--- config.mk ---
export PLATFORM = sky130hd
export DESIGN_NAME = seq_divider_16x8
export DESIGN_NICKNAME = d
export VERILOG_FILES = /design/src/rtl/seq_divider_16x8.sv
export SDC_FILE = /design/constraint.sdc
export NUM_CORES = 1
export LEC_CHECK = 0
export ABC_AREA = 1
export CAP_MARGIN = 20
export CORE_AREA = 3 3 74 76
export CTS_BUF_LIST = sky130_fd_sc_hd__clkbuf_4 sky130_fd_sc_hd__clkbuf_8
export CTS_CLUSTER_SIZE = 25
export DETAILED_ROUTE_END_ITERATION = 10
export DIE_AREA = 0 0 77 79
export DONT_BUFFER_PORTS = 1
export PLACE_DENSITY = 0.78
export SKIP_CTS_REPAIR_TIMING = 1
export SLEW_MARGIN = 10
export SYNTH_ARGS = -nofsm -noshare
export SYNTH_HDL_FRONTEND = slang
export SYNTH_SLANG_ARGS = --single-unit
export TNS_END_PERCENT = 50
--- constraint.sdc ---
create_clock -name clk -period 5.3 [get_ports clk]
set_clock_uncertainty 0.2 [all_clocks]
set_input_delay 0.795 -clock clk [delete_from_list [all_inputs] [get_ports clk]]
set_output_delay 0.795 -clock clk [all_outputs]
set_load 0.01 [all_outputs]
--- src/rtl/seq_divider_16x8.sv ---
// Sequential restoring divider: DIVIDEND_W / DIVISOR_W unsigned, one quotient bit per clock.
// Optional macro DIV_EARLY_EXIT_EN: finish in one cycle when dividend < divisor.
module seq_divider_16x8 #(
  parameter int DIVIDEND_W = 16,
  parameter int DIVISOR_W  = 8
) (
  input  logic                  clk,
  input  logic                  rst,
  input  logic                  start,
  input  logic [DIVIDEND_W-1:0] dividend,
  input  logic [DIVISOR_W-1:0]  divisor,
  output logic                  busy,
  output logic                  done,
  output logic [DIVIDEND_W-1:0] quotient,
  output logic [DIVISOR_W-1:0]  remainder,
  output logic                  div_by_zero
);

  localparam int CNT_W = (DIVIDEND_W > 1) ? $clog2(DIVIDEND_W) : 1;
  localparam logic [CNT_W-1:0] LAST_ITER = CNT_W'(DIVIDEND_W - 1);

  typedef enum logic [1:0] {
    S_IDLE,
    S_RUN,
    S_DONE
  } state_t;

  state_t                state_q, state_d;
  logic [DIVIDEND_W-1:0] dvd_q, dvd_d;     // dividend shift register, fills with quotient bits
  logic [DIVISOR_W-1:0]  dvs_q, dvs_d;
  logic [DIVISOR_W-1:0]  prem_q, prem_d;
  logic [CNT_W-1:0]      cnt_q, cnt_d;
  logic [DIVIDEND_W-1:0] quot_q, quot_d;
  logic [DIVISOR_W-1:0]  rem_q, rem_d;
  logic                  dbz_q, dbz_d;

  logic [DIVISOR_W:0]    shifted;
  logic [DIVISOR_W-1:0]  diff;
  logic                  qbit;

  // The shifted partial remainder is DIVISOR_W+1 bits wide; whenever it is >= divisor the
  // true difference is < divisor, so the low DIVISOR_W bits of a modulo subtract are exact.
  assign shifted = {prem_q, dvd_q[DIVIDEND_W-1]};
  assign qbit    = (shifted >= {1'b0, dvs_q});
  assign diff    = shifted[DIVISOR_W-1:0] - dvs_q;

  always_comb begin
    state_d = state_q;
    dvd_d   = dvd_q;
    dvs_d   = dvs_q;
    prem_d  = prem_q;
    cnt_d   = cnt_q;
    quot_d  = quot_q;
    rem_d   = rem_q;
    dbz_d   = dbz_q;
    unique case (state_q)
      S_IDLE: begin
        if (start) begin
          dvd_d  = dividend;
          dvs_d  = divisor;
          prem_d = '0;
          cnt_d  = '0;
          if (divisor == '0) begin
            state_d = S_DONE;
            quot_d  = '1;
            rem_d   = dividend[DIVISOR_W-1:0];
            dbz_d   = 1'b1;
          end
`ifdef DIV_EARLY_EXIT_EN
          else if (dividend < DIVIDEND_W'(divisor)) begin
            state_d = S_DONE;
            quot_d  = '0;
            rem_d   = dividend[DIVISOR_W-1:0];
            dbz_d   = 1'b0;
          end
`endif
          else begin
            state_d = S_RUN;
          end
        end
      end
      S_RUN: begin
        dvd_d  = {dvd_q[DIVIDEND_W-2:0], qbit};
        prem_d = qbit ? diff : shifted[DIVISOR_W-1:0];
        cnt_d  = cnt_q + CNT_W'(1);
        if (cnt_q == LAST_ITER) begin
          state_d = S_DONE;
          quot_d  = {dvd_q[DIVIDEND_W-2:0], qbit};
          rem_d   = qbit ? diff : shifted[DIVISOR_W-1:0];
          dbz_d   = 1'b0;
        end
      end
      S_DONE: begin
        state_d = S_IDLE;
      end
      default: begin
        state_d = S_IDLE;
      end
    endcase
  end

  always_ff @(posedge clk) begin
    if (rst) begin
      state_q <= S_IDLE;
      dvd_q   <= '0;
      dvs_q   <= '0;
      prem_q  <= '0;
      cnt_q   <= '0;
      quot_q  <= '0;
      rem_q   <= '0;
      dbz_q   <= 1'b0;
    end else begin
      state_q <= state_d;
      dvd_q   <= dvd_d;
      dvs_q   <= dvs_d;
      prem_q  <= prem_d;
      cnt_q   <= cnt_d;
      quot_q  <= quot_d;
      rem_q   <= rem_d;
      dbz_q   <= dbz_d;
    end
  end

  assign busy        = (state_q != S_IDLE);
  assign done        = (state_q == S_DONE);
  assign quotient    = quot_q;
  assign remainder   = rem_q;
  assign div_by_zero = dbz_q;

endmodule

=== After elaboration in Yosys (flattened, before gate mapping) ===
Cells that the tools add are included.

* Flip-flop bits (word level): 63
* Bits in latches: 0
* Bits in writable memories: 0
* Memory bits (read-only): 0
* Input port bits: 27
* Output and inout port bits: 27
* Logic and storage cells: 48
* Memories: 0

* Add/subtract/negate cells: 2
* $mul: 0
* Divide/modulo/power cells: 0
* Order comparisons: 1
* Equal/unequal tests: 6
* Shift-type cells: 0
* Muxes and demuxes: 23
* Bitwise logic cells: 0
* Reduce and logical (&&, ||, !) cells: 8

{| class="wikitable"
|+ Operator list
! kind !! count
|-
| 2-to-1 mux 16 bit || 4
|-
| one-hot mux 16 bit (2 select lines) || 2
|-
| 2-to-1 mux 8 bit || 5
|-
| one-hot mux 8 bit (2 select lines) || 2
|-
| greater-or-equal comparator 9 x 8 -> 1 bit || 1
|-
| logical NOT 8 bit || 1
|-
| one-hot mux 4 bit (2 select lines) || 1
|-
| subtractor 8 bit || 1
|-
| 2-to-1 mux 2 bit || 3
|-
| != test 2 bit, second input constant || 3
|-
| AND reduction 2 bit || 3
|-
| adder 4 x 1 -> 4 bit, second input constant || 1
|-
| equality test 4 bit, second input constant || 1
|-
| 2-to-1 mux 4 bit || 1
|-
| one-hot mux 2 bit (2 select lines) || 1
|-
| AND reduction 4 bit || 1
|-
| nonzero test 2 bit || 2
|-
| 2-to-1 mux 1 bit || 3
|-
| equality test 2 x 1 -> 1 bit, second input constant || 1
|-
| equality test 2 bit, second input constant || 1
|-
| logical NOT 2 bit || 1
|-
| one-hot mux 1 bit (2 select lines) || 1
|}

=== Longest topological paths before layout ===
* Depth after elaboration: 4
* Gate-level depth with buffers: 13
* Gate-level depth less buffers: 13

=== Worst setup path before layout ===
Ideal clock, no wire load.

* Path type: input to register
* From: input divisor[7]
* To: register rem_q[7] (netlist: remainder[7])
* Data arrival time: 1.680 ns
* Required time: 4.991 ns
* Path slack: 3.311 ns
* Stages: 11
* Buffers on the path: 1
* Cell sequence: nor2_1 -> nand2_1 -> nor2_1 -> nor2_1 -> nor2_4 -> inv_2 -> buf_6 -> a21oi_1 -> nand3_1 -> nand2_1 -> inv_1

* Word-level cells in the longest chain between the ends: 3

{| class="wikitable"
|+ Ends and longest elaborated chain
! what !! line !! source
|-
| start: declaration || 11 || <nowiki>input logic [DIVISOR_W-1:0] divisor,</nowiki>
|-
| logical NOT 8 bit || 63 || <nowiki>if (divisor == '0) begin</nowiki>
|-
| != test 2 bit (no source line) || - ||
|-
| AND reduction 4 bit (no source line) || - ||
|-
| end signal: assignment || 119 || <nowiki>rem_q <= rem_d;</nowiki>
|-
| end: declaration || 34 || <nowiki>logic [DIVISOR_W-1:0] rem_q, rem_d;</nowiki>
|}

Every way passes these cells.
A chain may end at the register's enable or synchronous reset.

=== Worst setup path after layout ===
* From: register state_q[1]
* To: register rem_q[1] (netlist: remainder[1])

* Word-level cells in the longest chain between the ends: 3

{| class="wikitable"
|+ Ends and longest elaborated chain
! what !! line !! source
|-
| start: declaration || 28 || <nowiki>state_t state_q, state_d;</nowiki>
|-
| start signal: assignment || 113 || <nowiki>state_q <= state_d;</nowiki>
|-
| equality test 2 x 1 -> 1 bit or logical NOT 2 bit (tied branches) || 56 || <nowiki>unique case (state_q)</nowiki>
|-
| != test 2 bit (no source line) or nonzero test 2 bit (tied branches) || - ||
|-
| AND reduction 4 bit (no source line) || - ||
|}

Parallel ways exist; a longest one is shown, timed or not.

==> impl_results.md <==
- M1 GR Usage: 30.0%
- Main area contributors after synthesis: dfxtp_1 (41%), nand2_1 (9.5%), nor2_1 (7.0%)
- Achievable Freq: 334 MHz
- CTS tree: yes
- FP Rows: 25
- Layout cell share with drive strength beyond 1: 6.67%
- Power density over the cells: 426 nW/um^2
- Skew-Pair Late Insertion Delay: 0.34 ns
- Port bufs: 0
- CP endpoint kind: register
- Routability cong.: 0.864
- Worst R2R Path Depth: 11
- Largest net degree at the start of global routing: 43
- Synthesized area: 3110 um^2
- Initial DRC Count: 209
- RSZ-0062 raised after global routing: false
- Met2 GRT Util: 43.7%
- Max-Cap Viols: 0
- Multi-input logic area: 1540 um^2
- DRT Pass-1 Iters: 5
- Worst path required time: 5.33 ns
- # nets final: 467
- Worst Tran Pin Value: 0.955 ns
- CTS buffer count: 9
- Initial core utilization: 64.9%
- Synth cell types: 34
- Fin. Hold Viols: 0
- Clock buffer depth: 2
- Status: complete, no violations
- Switch share: 36.6%
- Die height: 79 um
- #FFs+latches synth: 63
- Yosys warnings: 0
- Setup violators final: 0
- Sequential share of power: 41.7%
- Psw: 0.511 mW
- Yosys top cell area share: 40.6%
- H-Tree Depth: 3
- Mean Syn Cell Area: 7.06 um^2
- Vias per std cell: 5.54
- Leakage power total: 1.55 nW
- Total gr overflow: 0
- Gr usage total: 25.5%
- HP Class: register to register
- CP max FO: 42
- Total wire length: 7400 um
- Hold path cells: 2
- Global-route wire length before repair: 12300 um
- Die footprint: 6080 um^2
- # fillers: 416
- DRC Markers: 0
- Cell count after synthesis: 440
- Final HPWL DP: 5160 um
- Tot Pwr: 1.40 mW
- Antenna Nets Post-Route: 0
- Min cycle time layout: 2.99 ns
- Syn nets: 477
- Clk slew on worst S/H paths: 0.08 ns
- Slew Viols, Final: 0
- Vias in the first global route: 2668
- Fin Hold WS: 0.279 ns
- Initial antenna violation count: 0
- Worst slew margin: 36.2%
- CP Class: register to register
- Commonest non-fill, non-tap cell in the layout: nand2_1
- Antenna diodes: 0
- Via Count: 2783
- Final period util: 56.4%
- Startpoint Class: register
- Internal: 0.885 mW
- CTS root buf: clkbuf_8
- Setup_tns: 0 ns
- Clk sink count: 63
- Most frequent cells in the layout: nand2_1 (79), dfxtp_1 (63), nor2_1 (58)
- Max VDD drop: 0.275 mV
- Sequential cell area: 1260 um^2
- Worst Path Arrival: 3.02 ns
- Most used routing layer: met2
- Core footprint: 4790 um^2
- Power share of the combinational group: 29.6%
- IO Pins: 54
- Met3 Use GR: 8.16%
- Syn-to-layout area delta: 5.44%
- Clock power frac: 28.8%
- Sequential area share after synthesis: 40.6%
- Area leader, netlist: dfxtp_1
- Die width: 77 um
- Routed len/inst: 14.7 um
metrics by stage:
stage / setup slack (ns) / instance area (um^2) / cells / util [%]
finish: 2.31 / 3280 / 502 / 68.4
global placement: 2.47 / 3080 / 486 / 64.4
detailed placement: 2.42 / 3080 / 486 / 64.4
global route: 2.12 / 3280 / 502 / 68.4
floorplan: 3.31 / 3110 / 440 / -
CTS: 2.35 / 3280 / 502 / 68.4
per-layer routing:
| metal | vias to the layer above | share of wire [%] |
|---|---|---|
| met4 | 0 | 1.9 |
| met3 | 14 | 6.5 |
| met2 | 63 | 50 |
| met1 | 1272 | 42 |
| met5 | - | 0 |
| li1 | 1434 | - |
path summary, 6_finish.rpt:
path / startpoint / end / slack (ns)
max: state_q[1]$_SDFFE_PP0P_ / remainder[1]$_SDFFE_PP0P_ / 2.31
min: dvs_q[7]$_SDFFE_PP0P_ / dvs_q[7]$_SDFFE_PP0P_ / 0.28
max reg2reg: state_q[1]$_SDFFE_PP0P_ / remainder[1]$_SDFFE_PP0P_ / 2.31
min reg2reg: dvs_q[7]$_SDFFE_PP0P_ / dvs_q[7]$_SDFFE_PP0P_ / 0.28
area by class of cell:
cell class                      count  share of cell area, %
Inverter                           54                   6.19
Multi-Input combinational cell    302                   46.9
Tap cell                           67                   2.56
Clock buffer                       10                   4.01
Sequential cell                    63                   38.5
Clock inverter                      6                   1.87
cell families after synthesis:
| logic type | share of synthesized area, % |
|---|---|
| xor gates and xnor gates | 1.13 |
| and+or+nand+nor | 27.3 |
| adders and majority gates | 4.27 |
| DFF | 40.6 |
| AOI/OAI and AO/OA | 16.7 |
| buffers and inverters | 9.99 |
flip-flops by register name (all words and copies together), names as in the netlist:
name / cells
prem_q: 8
dvd_q: 16
quotient: 16
state_q: 2
div_by_zero: 1
dvs_q: 8
cnt_q: 4
remainder: 8
synth_stat cells:
| cell | count |
|---|---|
| nand2_1 | 79 |
| dfxtp_1 | 63 |
| nor2_1 | 58 |
| inv_1 | 50 |
| a21oi_1 | 38 |
| nand3_1 | 35 |
| o21ai_0 | 32 |
| clkbuf_1 | 12 |
| nand4_1 | 12 |
| ha_1 | 9 |
| a31oi_1 | 8 |
| a221oi_1 | 5 |
| buf_2 | 4 |
| inv_2 | 4 |
| o21ai_1 | 4 |
| xor2_1 | 4 |
| buf_6 | 3 |
| nand2_4 | 2 |
| nor3_1 | 2 |
| o211ai_1 | 2 |
| a211oi_1 | 1 |
| a21oi_2 | 1 |
| and3_1 | 1 |
| buf_1 | 1 |
| clkbuf_2 | 1 |
| fa_1 | 1 |
| nand2_2 | 1 |
| nand3_2 | 1 |
| nand4_2 | 1 |
| nor2_4 | 1 |
| o21ai_2 | 1 |
| o21bai_1 | 1 |
| o22ai_1 | 1 |
| or2_2 | 1 |
worst max-delay path: stages (launching register included):
cell and delay, ns:
dfxtp_1 0.34, inv_2 0.06, nand2_4 0.24, inv_2 0.34
nand2_1 0.21, nand2_2 0.08, nor2_4 0.67, inv_2 0.26
a21oi_1 0.23, nand3_1 0.12, nand2_1 0.07, inv_1 0.03
power by group through the flow:
stage                     combinational (mW)  clock, mW  sequential, mW
after floorplan                        0.341          0           0.579
after global placement                 0.400          0           0.591
after detailed placement               0.406          0           0.592
after CTS                              0.411      0.409           0.582
after global routing                   0.476      0.433           0.588
final                                  0.413      0.402           0.582
Power figures use the tool's default switching activity.
